`src/rtl/alu_issue_pkg.sv`:
```
// alu_issue_pkg: shared constants and types for the ALU issue buffer.
//   ALU_* select codes, major opcode constants (instruction bits [6:2]),
//   branch funct3 codes, buffer state encoding and the stored entry layout.
package alu_issue_pkg;

  // ALU_ADD is zero so that an empty buffer presents an all-zero select.
  typedef enum logic [3:0] {
    ALU_ADD  = 4'd0,
    ALU_SUB  = 4'd1,
    ALU_SLL  = 4'd2,
    ALU_SLT  = 4'd3,
    ALU_SLTU = 4'd4,
    ALU_XOR  = 4'd5,
    ALU_SRL  = 4'd6,
    ALU_SRA  = 4'd7,
    ALU_OR   = 4'd8,
    ALU_AND  = 4'd9,
    ALU_PASS = 4'd10
  } alu_sel_e;

  localparam logic [4:0] OPC_OP     = 5'b01100;
  localparam logic [4:0] OPC_OP_IMM = 5'b00100;
  localparam logic [4:0] OPC_LUI    = 5'b01101;
  localparam logic [4:0] OPC_AUIPC  = 5'b00101;
  localparam logic [4:0] OPC_LOAD   = 5'b00000;
  localparam logic [4:0] OPC_STORE  = 5'b01000;
  localparam logic [4:0] OPC_JAL    = 5'b11011;
  localparam logic [4:0] OPC_JALR   = 5'b11001;
  localparam logic [4:0] OPC_BRANCH = 5'b11000;

  localparam logic [2:0] BR_EQ  = 3'b000;
  localparam logic [2:0] BR_NE  = 3'b001;
  localparam logic [2:0] BR_LT  = 3'b100;
  localparam logic [2:0] BR_GE  = 3'b101;
  localparam logic [2:0] BR_LTU = 3'b110;
  localparam logic [2:0] BR_GEU = 3'b111;

  typedef enum logic [1:0] {
    ST_EMPTY = 2'd0,
    ST_ONE   = 2'd1,
    ST_FULL  = 2'd2
  } fifo_state_e;

  typedef struct packed {
    alu_sel_e    sel;
    logic        illegal;
    logic [4:0]  opcode;
    logic [2:0]  funct3;
    logic [31:0] op1;
    logic [31:0] op2;
  } entry_t;

endpackage

```
`src/rtl/alu_issue_sel_decode.sv`:
```
// alu_sel_decode: combinational decode of opcode/funct3/funct7_5 into an
// ALU select plus an illegal-instruction flag.
//   opcode_i   [4:0] instruction bits [6:2]
//   funct3_i   [2:0] instruction bits [14:12]
//   funct7_5_i       instruction bit  [30]
//   sel_o            ALU select code
//   illegal_o        unrecognised opcode (or, with BRANCH_EVAL_EN defined,
//                    a reserved branch funct3)
module alu_sel_decode
  import alu_issue_pkg::*;
(
  input  logic [4:0] opcode_i,
  input  logic [2:0] funct3_i,
  input  logic       funct7_5_i,
  output alu_sel_e   sel_o,
  output logic       illegal_o
);

  always_comb begin
    sel_o     = ALU_ADD;
    illegal_o = 1'b0;
    case (opcode_i)
      OPC_OP, OPC_OP_IMM: begin
        case (funct3_i)
          // Immediate forms have no SUB; bit 30 is part of the immediate.
          3'b000:  sel_o = (funct7_5_i && opcode_i == OPC_OP) ? ALU_SUB : ALU_ADD;
          3'b001:  sel_o = ALU_SLL;
          3'b010:  sel_o = ALU_SLT;
          3'b011:  sel_o = ALU_SLTU;
          3'b100:  sel_o = ALU_XOR;
          3'b101:  sel_o = funct7_5_i ? ALU_SRA : ALU_SRL;
          3'b110:  sel_o = ALU_OR;
          default: sel_o = ALU_AND;
        endcase
      end
      OPC_LUI: sel_o = ALU_PASS;
      OPC_AUIPC, OPC_LOAD, OPC_STORE, OPC_JAL, OPC_JALR: sel_o = ALU_ADD;
      OPC_BRANCH: begin
        sel_o = ALU_SUB;
`ifdef BRANCH_EVAL_EN
        illegal_o = (funct3_i == 3'b010) || (funct3_i == 3'b011);
`endif
      end
      default: illegal_o = 1'b1;
    endcase
  end

endmodule

```
`src/rtl/alu_issue.sv`:
```
// alu_issue: two-entry skid buffer between operand resolution and the ALU.
// Instructions are decoded on entry; the head entry drives the ALU inputs.
// Optional macro BRANCH_EVAL_EN enables branch evaluation from ALU flags.
//   clk, rst_n, flush                      clock, async low reset, sync discard
//   in_valid/in_ready, in_opcode, in_funct3,
//   in_funct7_5, in_op1, in_op2            upstream handshake and payload
//   out_valid/out_ready                    downstream handshake
//   alu_sel, alu_in1, alu_in2, alu_shamt,
//   alu_opcode, alu_funct3, illegal        head entry (zeros when empty)
//   zero/sign/ovf/carry_flag               ALU flags for the head entry
//   br_taken                               branch decision for the head entry
module alu_issue
  import alu_issue_pkg::*;
(
  input  logic        clk,
  input  logic        rst_n,
  input  logic        flush,
  input  logic        in_valid,
  output logic        in_ready,
  input  logic [4:0]  in_opcode,
  input  logic [2:0]  in_funct3,
  input  logic        in_funct7_5,
  input  logic [31:0] in_op1,
  input  logic [31:0] in_op2,
  output logic        out_valid,
  input  logic        out_ready,
  output logic [3:0]  alu_sel,
  output logic [31:0] alu_in1,
  output logic [31:0] alu_in2,
  output logic [4:0]  alu_shamt,
  output logic [4:0]  alu_opcode,
  output logic [2:0]  alu_funct3,
  output logic        illegal,
  input  logic        zero_flag,
  input  logic        sign_flag,
  input  logic        ovf_flag,
  input  logic        carry_flag,
  output logic        br_taken
);

  fifo_state_e state_q, state_d;
  entry_t      mem_q [2];
  entry_t      new_entry, head;
  logic        rd_ptr_q, wr_ptr_q;
  logic        ready_q;
  logic        push, pop;
  alu_sel_e    dec_sel;
  logic        dec_illegal;

  alu_sel_decode u_dec (
    .opcode_i   (in_opcode),
    .funct3_i   (in_funct3),
    .funct7_5_i (in_funct7_5),
    .sel_o      (dec_sel),
    .illegal_o  (dec_illegal)
  );

  // ready_q keeps in_ready low during reset and until the first clock edge.
  assign in_ready  = ready_q && (state_q != ST_FULL);
  assign out_valid = (state_q != ST_EMPTY);
  assign push      = in_valid && in_ready;
  assign pop       = out_valid && out_ready;

  assign new_entry = '{sel: dec_sel, illegal: dec_illegal, opcode: in_opcode,
                       funct3: in_funct3, op1: in_op1, op2: in_op2};

  always_comb begin
    state_d = state_q;
    case (state_q)
      ST_EMPTY: if (push) state_d = ST_ONE;
      ST_ONE: begin
        if (push && !pop)      state_d = ST_FULL;
        else if (pop && !push) state_d = ST_EMPTY;
      end
      ST_FULL:  if (pop) state_d = ST_ONE;
      default:  state_d = ST_EMPTY;
    endcase
    if (flush) state_d = ST_EMPTY;
  end

  always_ff @(posedge clk or negedge rst_n) begin
    if (!rst_n) begin
      state_q  <= ST_EMPTY;
      rd_ptr_q <= 1'b0;
      wr_ptr_q <= 1'b0;
      ready_q  <= 1'b0;
    end else begin
      state_q <= state_d;
      ready_q <= 1'b1;
      if (flush) begin
        rd_ptr_q <= 1'b0;
        wr_ptr_q <= 1'b0;
      end else begin
        if (push) wr_ptr_q <= ~wr_ptr_q;
        if (pop)  rd_ptr_q <= ~rd_ptr_q;
      end
    end
  end

  // Payload storage needs no reset: every output is gated by out_valid.
  always_ff @(posedge clk) begin
    if (push && !flush) mem_q[wr_ptr_q] <= new_entry;
  end

  assign head       = mem_q[rd_ptr_q];
  assign alu_sel    = out_valid ? head.sel     : ALU_ADD;
  assign alu_in1    = out_valid ? head.op1     : 32'd0;
  assign alu_in2    = out_valid ? head.op2     : 32'd0;
  assign alu_shamt  = out_valid ? head.op2[4:0] : 5'd0;
  assign alu_opcode = out_valid ? head.opcode  : 5'd0;
  assign alu_funct3 = out_valid ? head.funct3  : 3'd0;
  assign illegal    = out_valid && head.illegal;

`ifdef BRANCH_EVAL_EN
  logic br_cond;

  always_comb begin
    br_cond = 1'b0;
    case (head.funct3)
      BR_EQ:   br_cond = zero_flag;
      BR_NE:   br_cond = !zero_flag;
      BR_LT:   br_cond = (sign_flag != ovf_flag);
      BR_GE:   br_cond = (sign_flag == ovf_flag);
      BR_LTU:  br_cond = !carry_flag;
      BR_GEU:  br_cond = carry_flag;
      default: br_cond = 1'b0;
    endcase
  end

  assign br_taken = out_valid && (head.opcode == OPC_BRANCH) && br_cond;
`else
  logic unused_flags;
  assign unused_flags = ^{zero_flag, sign_flag, ovf_flag, carry_flag};
  assign br_taken     = 1'b0;
`endif

endmodule

```
`config.mk`:
```
export PLATFORM = sky130hd
export DESIGN_NAME = alu_issue
export DESIGN_NICKNAME = d
export VERILOG_FILES = /design/src/rtl/alu_issue_pkg.sv /design/src/rtl/alu_issue_sel_decode.sv /design/src/rtl/alu_issue.sv
export SDC_FILE = /design/constraint.sdc
export NUM_CORES = 1
export LEC_CHECK = 0
export ABC_AREA = 1
export CORE_MARGIN = 1.5
export CORE_UTILIZATION = 44
export CTS_CLUSTER_DIAMETER = 50
export DETAILED_ROUTE_END_ITERATION = 10
export DONT_BUFFER_PORTS = 1
export PLACE_DENSITY_LB_ADDON = 0.05
export SLEW_MARGIN = 10
export SYNTH_ARGS = -nofsm -noshare
export SYNTH_HDL_FRONTEND = slang
export SYNTH_SLANG_ARGS = --single-unit
export TNS_END_PERCENT = 20
```
`constraint.sdc`:
```
create_clock -name clk -period 4.15 [get_ports clk]
set_clock_uncertainty 0.1 [all_clocks]
set_input_delay 1.245 -clock clk [delete_from_list [all_inputs] [get_ports clk]]
set_output_delay 1.245 -clock clk [all_outputs]
set_load 0.02 [all_outputs]
```
Yosys cells after proc, flatten, opt, wreduce, memory -nomap -nowiden
Memory sizes are Yosys's and may differ from the RTL's. Index checks and enable logic that the tools add are counted.

Word-level logic and storage cells: 70. Flip-flop bits (word level): 5. RAM bits: 154. Memories kept: 1.

Memories: mem_q (depth 2, bits a word 77, rd ports 1, clocked after Yosys merged registers in 0, write ports 1, line alu_issue.sv:42) `entry_t mem_q [2];`.

Reduce and logical (&&, ||, !) cells: 20. Mux-type cells: 23. Eq/ne operators: 20. Bitwise operators: 2.

Operators by type and width (count): $mux 32 (2); $pmux 4 s7 (1); $eq 5x4->1 const B (3); $eq 5x5->1 const B (3); $pmux 4 s3 (1); $eq 5x3->1 const B (2); $mux 2 (5); $mux 5 (2); $eq 3x3->1 const B (3); $mux 1 (9); $reduce_or 9->1 (1); $logic_and 1x1->1 (8); $eq 3x2->1 const B (2); $ne 3x3->1 const B (2); $pmux 2 s3 (1); $reduce_bool 2->1 (3); $logic_not 5->1 (1); $mux 4 (1); $ne 4x4->1 const B (1); $eq 3x1->1 const B (1); $logic_not 1->1 (3); $logic_not 3->1 (1); $mux 3 (1); $reduce_and 3->1 (1); 6 further kinds (7).

Depth between registers and ports, before layout
Gate-level depths: netlist of the first run.

Depth after elaboration: 9. Gate-level depth with buffers: 7. Mapped depth without buffers: 7.

Modules after synthesis
From an unflattened synthesis of the first run, not the netlist that was laid out.

Cell total of the unflattened synthesis: 499. Area, all modules: 6298.5 µm².

By module, submodules not included: alu_issue (area an instance 6102.1 µm², seq. area each 4749.6 µm², cells each 455, instances 1); alu_sel_decode (area an instance 196.4 µm², seq. area each 0.0 µm², cells each 44, instances 1).

Least setup slack after synthesis of the first run
Ideal clock, no wire load.

Kind: in2reg. Start point: input flush. End point: memory mem_q[0][0] (netlist name) (enable). Path buffers: 0. Required time: 3.537 ns. Library setup time: 0.513 ns. Cell stages on the path: 3. Setup slack: -1.190 ns. Data arrival time: 4.727 ns. Cells stage by stage: inv_1 nand3_2 nor2_1.

Word-level cells in the longest chain between the ends: 4.

RTL lines: start, declared (line alu_issue.sv:17) `input logic flush,`; $logic_not 1->1 (line alu_issue.sv:102) `if (push && !flush) mem_q[wr_ptr_q] <= new_entry;`; $logic_and 1x1->1 (line alu_issue.sv:102); $mux 1 (line alu_issue.sv:102); $mux 1 (implied by the code) (line alu_issue.sv:102); end, declared (line alu_issue.sv:42).

No other way between the ends.

Final worst setup path of the first run
Start point: register rd_ptr_q. End point: output alu_shamt[1].

Word-level cells in the longest chain between the ends: 2.

RTL lines: start, declared (line alu_issue.sv:44) `logic rd_ptr_q, wr_ptr_q;`; start signal, assigned (line alu_issue.sv:95) `if (pop) rd_ptr_q <= ~rd_ptr_q;`; $mem_v2 2x77; $mux 5 (line alu_issue.sv:109) `assign alu_shamt = out_valid ? head.op2[4:0] : 5'd0;`; end, declared (line alu_issue.sv:30) `output logic [4:0] alu_shamt,`.

No other way between the ends.

==> PnR_summary.wiki, run 1 <==
{| class="wikitable"
! Metric !! Value
|-
| Status || finished, final reports clean
|-
| Post-Syn Instances || roughly 490
|-
| Startpoint type of the worst setup path || flip-flop
|-
| Global placer's final weighted congestion || ~0.77
|-
| Reg-to-reg startpoint || state_q[0]$_DFFE_PN0P_
|-
| Worst-case setup margin in the final layout || about 0.48 ns
|-
| Vias || between 3000 and 4000
|-
| DR pass1 iterations || 4
|-
| Worst endpoint data arrival time || around 2.3 ns
|-
| Buffers added on ports || 0
|-
| Global routing usage summed across all routing layers || between 15 and 20%
|-
| Total area of multi-input combinational cells || 1250 um^2
|-
| Slew Limit Headroom || just over 40%
|-
| Synthesized area divided by synthesized cell count || between 10 and 15 um^2
|-
| Count of flip-flops with a built-in enable after synthesis || 154
|-
| F_max || around 270 MHz
|-
| Hold-fix buffers, CTS || 0
|-
| Clock latency on the worst-skew pair || ~0.41 ns
|-
| Total of warnings raised by yosys || 0
|-
| Maximum number of pins on one net before global-route repair || roughly 80
|-
| Required @ worst endpoint || approximately 2.8 ns
|-
| Routed wire length || between 10000 and 15000 um
|-
| Num CTS Buffers || 17
|-
| Die W || around 120 um
|-
| Worst min path class || primary input to async pin
|-
| Area inside the core boundary || between 10000 and 15000 um^2
|-
| TritonCTS clock tree || done
|-
| Fraction of layout instances using a drive strength above 1 || 8.80%
|-
| Max-cap violations || 0
|-
| Register area || between 4000 and 5000 um^2
|-
| Num rows || 43
|-
| Net count after synthesis || 573
|-
| Top-level I/O count || 167
|-
| Layout-stage area growth over the synthesis result || 11.8%
|-
| Critical path buffer and inverter count || 1
|-
| Top post-synthesis cells by count || 173 x sky130_fd_sc_hd__nand2_1, 154 x sky130_fd_sc_hd__edfxtp_1, 80 x sky130_fd_sc_hd__a21oi_1, 15 x sky130_fd_sc_hd__buf_4
|-
| Actual slew at the worst max-slew pin || just under 0.9 ns
|-
| Setup Buffers After CTS || 0
|-
| Share of total power in the clock network || around two fifths
|-
| Die height || between 100 and 150 um
|-
| Cell leakage power || ~0.0025 uW
|-
| Sequential share of power || a little under half
|-
| Most used DFF post-synth || sky130_fd_sc_hd__edfxtp_1
|-
| Main area contributors after synthesis || sky130_fd_sc_hd__edfxtp_1 74%, sky130_fd_sc_hd__nand2_1 10%, sky130_fd_sc_hd__a21oi_1 6.4%
|-
| H-tree lvl count || 4
|-
| Antenna diode instance count || 0
|-
| Register-to-register setup slack || between 1.5 and 2 ns
|-
| Power per Cell Area || about 580 nW/um^2
|-
| Clock transition at the registers of the reported paths || ~0.060 ns
|-
| Post-synth design cell area || roughly 6200 um^2
|-
| Seq cells post-synth || ~160
|-
| Clock period minus final worst setup slack || roughly 3.7 ns
|-
| Max-slew violation count || 0
|-
| Post-DP HPWL || roughly 7300 um
|-
| Number of gates resized after cts || 0
|-
| Worst supply voltage drop on vdd || 0.291 mV
|-
| Count of final hold-check violations || 0
|-
| Final setup violation count || 0
|-
| First element of the critical path || rd_ptr_q$_DFFE_PN0P_
|-
| Async set-reset flop share out of synthesis || 3.14%
|-
| Global route total overflow || 0
|-
| Wire length per cell || around 18 um
|-
| Critical path type || flip-flop to output port
|-
| Vias in the first global route || around 3400
|-
| Antenna Violating Nets Remaining || 0
|-
| Most common cell in the netlist || sky130_fd_sc_hd__nand2_1
|-
| Pre-CTS worst setup slack || 0.882 ns
|-
| Synth top area share || between 70% and 80%
|-
| Global-route wire length before repair || 18600 um
|-
| Maximum buffer depth of the clock tree || 2
|-
| # clock sinks || about 160
|-
| Cell Int Power || between 2000 and 3000 uW
|-
| Psw || approximately 1100 uW
|-
| Sequential fraction of the synthesis area || between 70% and 80%
|-
| Net Sw Frac || 26.5%
|-
| Initial drt markers || 172
|-
| Root buffer cell || sky130_fd_sc_hd__clkbuf_16
|-
| DR vias/cell || 5.11
|-
| Distinct cells, synth || 21
|-
| Crit-path max FO || 77
|-
| Critical path capture point type || output port
|-
| Cell family with most CP delay || compound AO/OA/AOI/OAI gates
|-
| Initial core utilization || between 40% and 50%
|-
| Number of nets in the layout || approximately 570
|-
| Unrepaired setup endpoints after global routing || no
|-
| Delay of the slowest cell on the worst path || slightly above 0.7 ns
|-
| Cell taking the most area after synthesis || sky130_fd_sc_hd__edfxtp_1
|-
| Final standard cell utilization of the core || about half
|-
| Number of cells on the worst reg-to-reg path || 7
|-
| Antenna violations before repair || 0
|-
| Count of unresolved DRC violations after routing || 0
|-
| Share of the cycle needed by the critical path after routing || between 80% and 90%
|-
| Crit path cell chain || buf_4 -> nand2_1 -> a21oi_1
|-
| Part of the power in combinational logic || 15.1%
|-
| Reg-to-reg endpoint || mem_q[1][61]$_DFFE_PP_
|-
| Placed cell count || 651
|-
| Critical-path cell with the highest stage delay || sky130_fd_sc_hd__a21oi_1
|-
| DIE AREA || about 15000 um^2
|-
| Fill cell count || around 1200
|-
| Final Instance Count excl. Fillers || 680
|}
## sequential cells by signal (all words and copies together), names as in the netlist
| signal | count |
|---|---|
| mem_q | 154 |
| state_q | 2 |
| rd_ptr_q | 1 |
| ready_q | 1 |
| wr_ptr_q | 1 |
## layout make-up
type | count | area share (%)
flip-flops and latches | 159 | 68.0
multi-input cells | 285 | 17.8
clock buffers | 19 | 6.20
well taps | 180 | 3.23
clock inverters | 10 | 2.44
repair buffers | 11 | 1.36
inverters | 16 | 0.878
## power by group through the flow
stage / clock network (uW) / registers (uW) / logic [uW]
after floorplan: 0 / 1850 / 529
after global placement: 0 / 1850 / 618
after detailed placement: 0 / 1850 / 622
after CTS: 1630 / 1820 / 623
after global routing: 1700 / 1820 / 667
final: 1590 / 1820 / 606
## stage by stage
step	instance area, um^2	hold WS, ns	power, uW	setup TNS, ns
3_5_place_dp	6380	0.470	2480	0
5_1_grt	6980	0.396	4190	0
6_report	6980	0.424	4020	0
2_1_floorplan	6250	0.376	2380	-183.26
3_3_place_gp	6380	0.447	2470	0
4_1_cts	6980	0.405	4070	0
## metal layers
metal | track usage [%] | vias up | wire (um)
li1 | - | 1695 | -
met1 | 19.1 | 1654 | 4810
met2 | 28.3 | 115 | 6060
met3 | 8.43 | 13 | 1220
met4 | 7.05 | 0 | 193
met5 | 0 | - | 0
## cells in the final DEF (no fill, tap or decap), drive strengths merged
master  netlist  final
edfxtp      154    154
inv          15     15
clkbuf        0     19
a211oi        1      1
nand3        11     11
o21ai         6      6
nand2       173    173
dfrtp         5      5
nor2         10     10
bufinv        0      5
clkinv        1      6
o31ai         1      1
o211ai        1      1
buf          31     11
conb          2      2
a21oi        80     80
## worst max path at each step
| stage | slack (ns) | cells after the start | endpoint |
|---|---|---|---|
| after floorplan | -1.19 | 3 | mem_q[0][0]$_DFFE_PP_ |
| after global placement | 0.92 | 3 | alu_shamt[3] |
| after detailed placement | 0.88 | 3 | alu_shamt[3] |
| after CTS | 0.44 | 3 | alu_shamt[3] |
| after global routing | 0.31 | 3 | alu_shamt[0] |
| final | 0.48 | 3 | alu_shamt[1] |
## logic make-up after synthesis
logic type	count (synthesis)	share of synthesized area, %
simple gates	194	12.3
flops	159	76.0
compound gates	89	7.31
buf+inv	47	4.27
other cells	2	0.120
No activity file was read; power rests on OpenSTA's default activity.
==> run 2, diff against run 1 <==
--- a/config.mk
+++ b/config.mk
@@ -6,6 +6,7 @@
 export NUM_CORES = 1
 export LEC_CHECK = 0
 export ABC_AREA = 1
+export CAP_MARGIN = 5
 export CORE_MARGIN = 1.5
 export CORE_UTILIZATION = 44
 export CTS_CLUSTER_DIAMETER = 50
==> results of run 2 <==
Final layout, timing and power as in run 1 (identical DEF).
==> run 3, diff against run 2 <==
--- a/config.mk
+++ b/config.mk
@@ -7,9 +7,11 @@
 export LEC_CHECK = 0
 export ABC_AREA = 1
 export CAP_MARGIN = 5
+export CELL_PAD_IN_SITES_DETAIL_PLACEMENT = 0
+export CELL_PAD_IN_SITES_GLOBAL_PLACEMENT = 2
 export CORE_MARGIN = 1.5
-export CORE_UTILIZATION = 44
-export CTS_CLUSTER_DIAMETER = 50
+export CORE_UTILIZATION = 37
+export CTS_CLUSTER_DIAMETER = 60
 export DETAILED_ROUTE_END_ITERATION = 10
 export DONT_BUFFER_PORTS = 1
 export PLACE_DENSITY_LB_ADDON = 0.05
==> PnR_summary.wiki, run 3 (synthesis results as in run 1) <==
{| class="wikitable"
! Metric !! Value
|-
| Maximum number of pins on one net before global-route repair || 78 (unchanged)
|-
| Share of the cycle needed by the critical path after routing || 83.1% (-5.2 points)
|-
| Count of unresolved DRC violations after routing || 0 (unchanged)
|-
| Cell leakage power || 0.00246 uW (-0.37%)
|-
| Fraction of met1 tracks used by global routing || 18.4% (-0.77 points)
|-
| Num CTS Buffers || 17 (unchanged)
|-
| Max-slew violation count || 0 (unchanged)
|-
| Critical path type || flip-flop to output port
|-
| Clock transition at the registers of the reported paths || 0.06 ns (about the same)
|-
| Die W || 133 um (+8.8%)
|-
| Delay of the slowest cell on the worst path || 0.47 ns (-0.24 ns)
|-
| Register area || 4750 um^2 (unchanged)
|-
| Commonest non-fill, non-tap cells in the layout || 173 x sky130_fd_sc_hd__nand2_1, 154 x sky130_fd_sc_hd__edfxtp_1, 80 x sky130_fd_sc_hd__a21oi_1
|-
| Status || finished, final reports clean
|-
| Top-level I/O count || 167 (unchanged)
|-
| TritonCTS clock tree || done
|-
| Startpoint type of the worst setup path || flip-flop
|-
| Hold-fix buffers, CTS || 0 (unchanged)
|-
| Placed cell count || 693 (+6.5%)
|-
| Post-Layout Inst Area || 7040 um^2 (+0.79%)
|-
| Num rows || 47 (+9.3%)
|-
| Worst min path class || primary input to async pin
|-
| Slew Limit Headroom || 43.3% (+2.4 points)
|-
| Global routing usage summed across all routing layers || 15.0% (-2.2 points)
|-
| Net Sw Frac || 28.7% (+2.3 points)
|-
| DR pass1 iterations || 6 (+2)
|-
| Crit path cell chain || clkinv_2 -> buf_4 -> nand2_1 -> a21oi_1
|-
| Initial drt markers || 118 (-31%)
|-
| Clock period minus final worst setup slack || 3.45 ns (-0.216 ns)
|-
| Antenna diode instance count || 0 (unchanged)
|-
| Busiest metal layer after global routing || met2
|-
| Fraction of layout instances using a drive strength above 1 || 10.1% (+1.3 points)
|-
| Actual slew at the worst max-slew pin || 0.853 ns (-0.0337 ns)
|-
| DR vias/cell || 4.89 (-4.4%)
|-
| Setup Buffers After CTS || 0 (unchanged)
|-
| Count of final hold-check violations || 0 (unchanged)
|-
| Final setup violation count || 0 (unchanged)
|-
| Global placer's final weighted congestion || 0.695 (-9.4%)
|-
| Biggest regs || mem_q: 154 flops, state_q: 2 flops
|-
| Crit-path max FO || 29 (-62%)
|-
| Area inside the core boundary || 16500 um^2 (+19%)
|-
| Critical-path cell with the highest stage delay || sky130_fd_sc_hd__a21oi_1
|-
| Fin Setup TNS || 0 ns (unchanged)
|-
| Fill cell count || 1496 (+21%)
|-
| Antenna violations before repair || 0 (unchanged)
|-
| GRT met2 Usage || 23.2% (-5.1 points)
|-
| Global route total overflow || 0 (unchanged)
|-
| H-tree lvl count || 4 (unchanged)
|-
| Power per Cell Area || 559 nW/um^2 (-2.9%)
|-
| Max reg flops || 154 (unchanged)
|-
| Worst endpoint data arrival time || 2.10 ns (-0.22 ns)
|-
| Layout-stage area growth over the synthesis result || 12.6%
|-
| Worst supply voltage drop on vdd || 0.248 mV (-15%)
|-
| Clock latency on the worst-skew pair || 0.41 ns (about the same)
|-
| Final Instance Count excl. Fillers || 725 (+6.6%)
|-
| Critical path capture point type || output port
|-
| Met3 Resource Use GR || 7.66% (-0.76 points)
|-
| Unrepaired setup endpoints after global routing || no
|-
| Part of the power in combinational logic || 16.0% (+0.9 points)
|-
| Psw || 1130 uW (+6.2%)
|-
| Total area of multi-input combinational cells || 1250 um^2 (unchanged)
|-
| F_max || 290 MHz (+6.3%)
|-
| Cell Int Power || 2800 uW (-5.2%)
|-
| Routed wire length || 13000 um (+6.0%)
|-
| Initial core utilization || 37.8% (-7.2 points)
|-
| Sequential share of power || 46.3% (+1.0 points)
|-
| Root buffer cell || sky130_fd_sc_hd__clkbuf_16
|-
| Required @ worst endpoint || 2.80 ns (about the same)
|-
| Critical path buffer and inverter count || 2 (+1)
|-
| # clock sinks || 159 (unchanged)
|-
| Number of gates resized after cts || 0 (unchanged)
|-
| Cell area after placement || 6470 um^2 (+1.4%)
|-
| Leading cell type in the layout, fill and taps excluded || sky130_fd_sc_hd__nand2_1
|-
| Post-DP HPWL || 7710 um (+5.8%)
|-
| Reg with most FFs || mem_q
|-
| Wire length per cell || 18.0 um (-0.57%)
|-
| Cell family with most CP delay || buffers and inverters
|-
| Number of nets in the layout || 574 (+0.35%)
|-
| Global-route wire length before repair || 19600 um (+5.4%)
|-
| Antenna Violating Nets Remaining || 0 (unchanged)
|-
| Vias in the first global route || 3427 (-0.61%)
|-
| Maximum buffer depth of the clock tree || 2 (unchanged)
|-
| DIE AREA || 17700 um^2 (+18%)
|-
| Vias || 3544 (+1.9%)
|-
| Buffers added on ports || 0 (unchanged)
|-
| Share of total power in the clock network || 37.7% (-2.0 points)
|-
| Max-cap violations || 0 (unchanged)
|-
| Die height || 133 um (+8.8%)
|}
run 3: cell types whose count changed in the layout (fill, tap and decap cells not counted), sizes merged:
cell	delta
bufinv	-3
clkinvlp	+3
inv	+3
buf	+2
clkbuf	-1
clkinv	+1
run 3: area by class of cell:
cell class | count | share of cell area (%)
clock buffer | 18 | 6.10
inverter | 16 | 0.871
multi-input combinational | 285 | 17.7
timing repair buffer | 13 | 1.92
tap | 220 | 3.91
clock inverter | 14 | 1.97
sequential | 159 | 67.5
run 3: final timing paths:
path                                   startpoint                endpoint  slack, ns  depth (start not counted)
hold reg to reg              wr_ptr_q$_DFFE_PN0P_    wr_ptr_q$_DFFE_PN0P_       0.46                          1
max in group asynchronous                   rst_n    rd_ptr_q$_DFFE_PN0P_       3.45                          0
hold / removal                              rst_n    wr_ptr_q$_DFFE_PN0P_       0.42                          0
min in group clk             wr_ptr_q$_DFFE_PN0P_    wr_ptr_q$_DFFE_PN0P_       0.46                          1
setup reg to reg           state_q[0]$_DFFE_PN0P_  mem_q[0][25]$_DFFE_PP_       1.95                          7
setup / recovery             rd_ptr_q$_DFFE_PN0P_              alu_in1[0]       0.70                          4
run 3: per-stage QoR:
step	utilization [%]	worst slack, ns	total power (uW)	hold slack, ns
6_report	42.6	0.701	3930	0.420
5_1_grt	42.6	0.517	4100	0.389
4_1_cts	42.6	0.628	3990	0.395
3_5_place_dp	39.1	1.09	2500	0.457
3_3_place_gp	39.1	1.12	2490	0.448
2_1_floorplan	-	-1.19	2380	0.376
run 3: per-layer routing:
metal,vias up,share of wire [%]
li1,1699,-
met1,1730,42
met2,108,48
met3,7,8.8
met4,0,0.86
met5,-,0
run 3: power by group through the flow:
| stage | registers, uW | clock network [uW] | logic, uW |
|---|---|---|---|
| floorplan | 1850 | 0 | 529 |
| global placement | 1850 | 0 | 642 |
| detailed placement | 1850 | 0 | 644 |
| CTS | 1820 | 1530 | 647 |
| global route | 1820 | 1590 | 688 |
| finish | 1820 | 1480 | 631 |
==> variant, RTL diff (flow settings as in run 2) <==
Build with the macro `BRANCH_EVAL_EN` defined.
--- a/src/rtl/alu_issue_sel_decode.sv
+++ b/src/rtl/alu_issue_sel_decode.sv
@@ -6,6 +6,8 @@
 //   sel_o            ALU select code
 //   illegal_o        unrecognised opcode (or, with BRANCH_EVAL_EN defined,
 //                    a reserved branch funct3)
+`define BRANCH_EVAL_EN
+
 module alu_sel_decode
   import alu_issue_pkg::*;
 (
Check against the original RTL: not equivalent (Yosys sat finds a counterexample within 4 cycles, from zero or initial values and one cycle with rst_n low).
==> variant against run 2 <==
Wire length up 5.0%; worst hold slack got worse by 0.010 ns; design area grew 4.1%; synthesized area increased by 0.64%; sequential power hardly changed; fmax grew 4.5%; sequential cell count is the same; power increased by 4.4%; setup slack gained 0.16 ns; final cell count increased by 5.9%.
==> variant: results (changes against run 2) <==
The run finished with clean final reports. The clock-pin transition on the worst setup and hold timing paths was 0.06 ns (about the same). For the maximum vdd ir drop, the log shows 462 µV (was 291 µV). The maximum number of pins on one net before global-route repair is 48 (was 78). The total track usage was 0.176 (was 0.172); the net count of the mapped netlist was 595 (was 573). The total wire length came out at 12900 µm (was 12300 µm).

The compound-gate portion of the synthesized area was 0.0740 (was 0.0731); the data arrival time of the critical path was 2.16 ns (was 2.32 ns). The final-stage net count came out at 609 (was 572). The area after detailed placement was 6600 µm² (was 6380 µm²). The leakage power summed over all cells is 2.63 nW (was 2.47 nW), and the ratio of cells with drive above 1 in the final layout is 0.117 (was 0.0880). For the count of TritonRoute iterations in the first routing pass, the log shows 4 (unchanged).

The largest driver fanout on the critical path is 28 (was 77). The flip-flop count of the largest register, all copies and words added works out to 154 (unchanged). Top cells by area, synth: edfxtp_1 (74%), nand2_1 (10%), a21oi_1 (6.0%) (was edfxtp_1 (74%), nand2_1 (10%), a21oi_1 (6.4%)).

The share of synthesized area occupied by flip-flops and latches is 0.755 (was 0.760). The total placed cells including tap cells came out at 688 (was 651). The tools report the met1 usage as 0.200 (was 0.191). The run gives 0.288 (was 0.283) as the global-route track usage on met2. The average instance area after synthesis was 12.3 µm² (was 12.7 µm²). The final cell count without fillers was 720 (was 680); the total number of vias was 3704 (was 3477). Type of the most critical hold path: in2async (unchanged).

The global-route wire length before repair was 19400 µm (was 18600 µm). The post-synthesis xor/xnor area fraction works out to 0.00139 (was 0). The run gives 0.787 (was 0.767) as the final weighted congestion of routability-driven global placement. The CTS root buffer is clkbuf_16 (unchanged). The violation count after the first detailed-route iteration came out at 218 (was 172).

Most numerous cell types in the synthesized netlist: nand2_1 (174), edfxtp_1 (154), a21oi_1 (75) (was nand2_1 (173), edfxtp_1 (154), a21oi_1 (80)). The run gives 0.913 ns (was 0.882 ns) as the minimum setup slack after placement.
variant: worst max-delay path, cell delays in order (launching register included):
cell and delay (ns):
dfrtp_2 0.41, inv_2 0.39, buf_4 0.39, nand2_1 0.08, a21oi_1 0.46
variant: path summary, 6_finish.rpt:
kind | from | end | slack (ns) | cells after the start
hold reg to reg | wr_ptr_q$_DFFE_PN0P_ | wr_ptr_q$_DFFE_PN0P_ | 0.55 | 2
setup reg to reg | state_q[0]$_DFFE_PN0P_ | mem_q[1][4]$_DFFE_PP_ | 1.87 | 7
min in group clk | wr_ptr_q$_DFFE_PN0P_ | wr_ptr_q$_DFFE_PN0P_ | 0.55 | 2
setup / recovery | rd_ptr_q$_DFFE_PN0P_ | alu_in2[18] | 0.64 | 4
max in group asynchronous | rst_n | rd_ptr_q$_DFFE_PN0P_ | 3.46 | 0
hold / removal | rst_n | ready_q$_DFF_PN0_ | 0.41 | 0
variant: power by group:
part           internal (mW)  total [mW]  switching, mW
Sequential              1.81        1.82         0.0126
Combinational          0.134       0.648          0.514
Clock                   1.12        1.73          0.607
variant: logic make-up after synthesis:
kind of cell,Yosys count
XOR/XNOR,1
other,1
AO/OA/AOI/OAI,91
flip-flops,159
AND/OR/NAND/NOR,207
buffers and inverters,54
variant: area by class of cell:
cell class,count,area [µm²]
fill,1183,6670
sequential,159,4750
multi-input combinational,300,1310
clock buffer,17,425
clock inverter,15,243
tap,180,225
timing repair buffer,24,218
inverter,25,93.8
variant: routing by layer:
layer | share of wire | up-vias | wire, µm
li1 | - | 1794 | -
met1 | 0.40 | 1778 | 5180
met2 | 0.49 | 122 | 6260
met3 | 0.10 | 10 | 1330
met4 | 0.010 | 0 | 131
met5 | 0 | - | 0
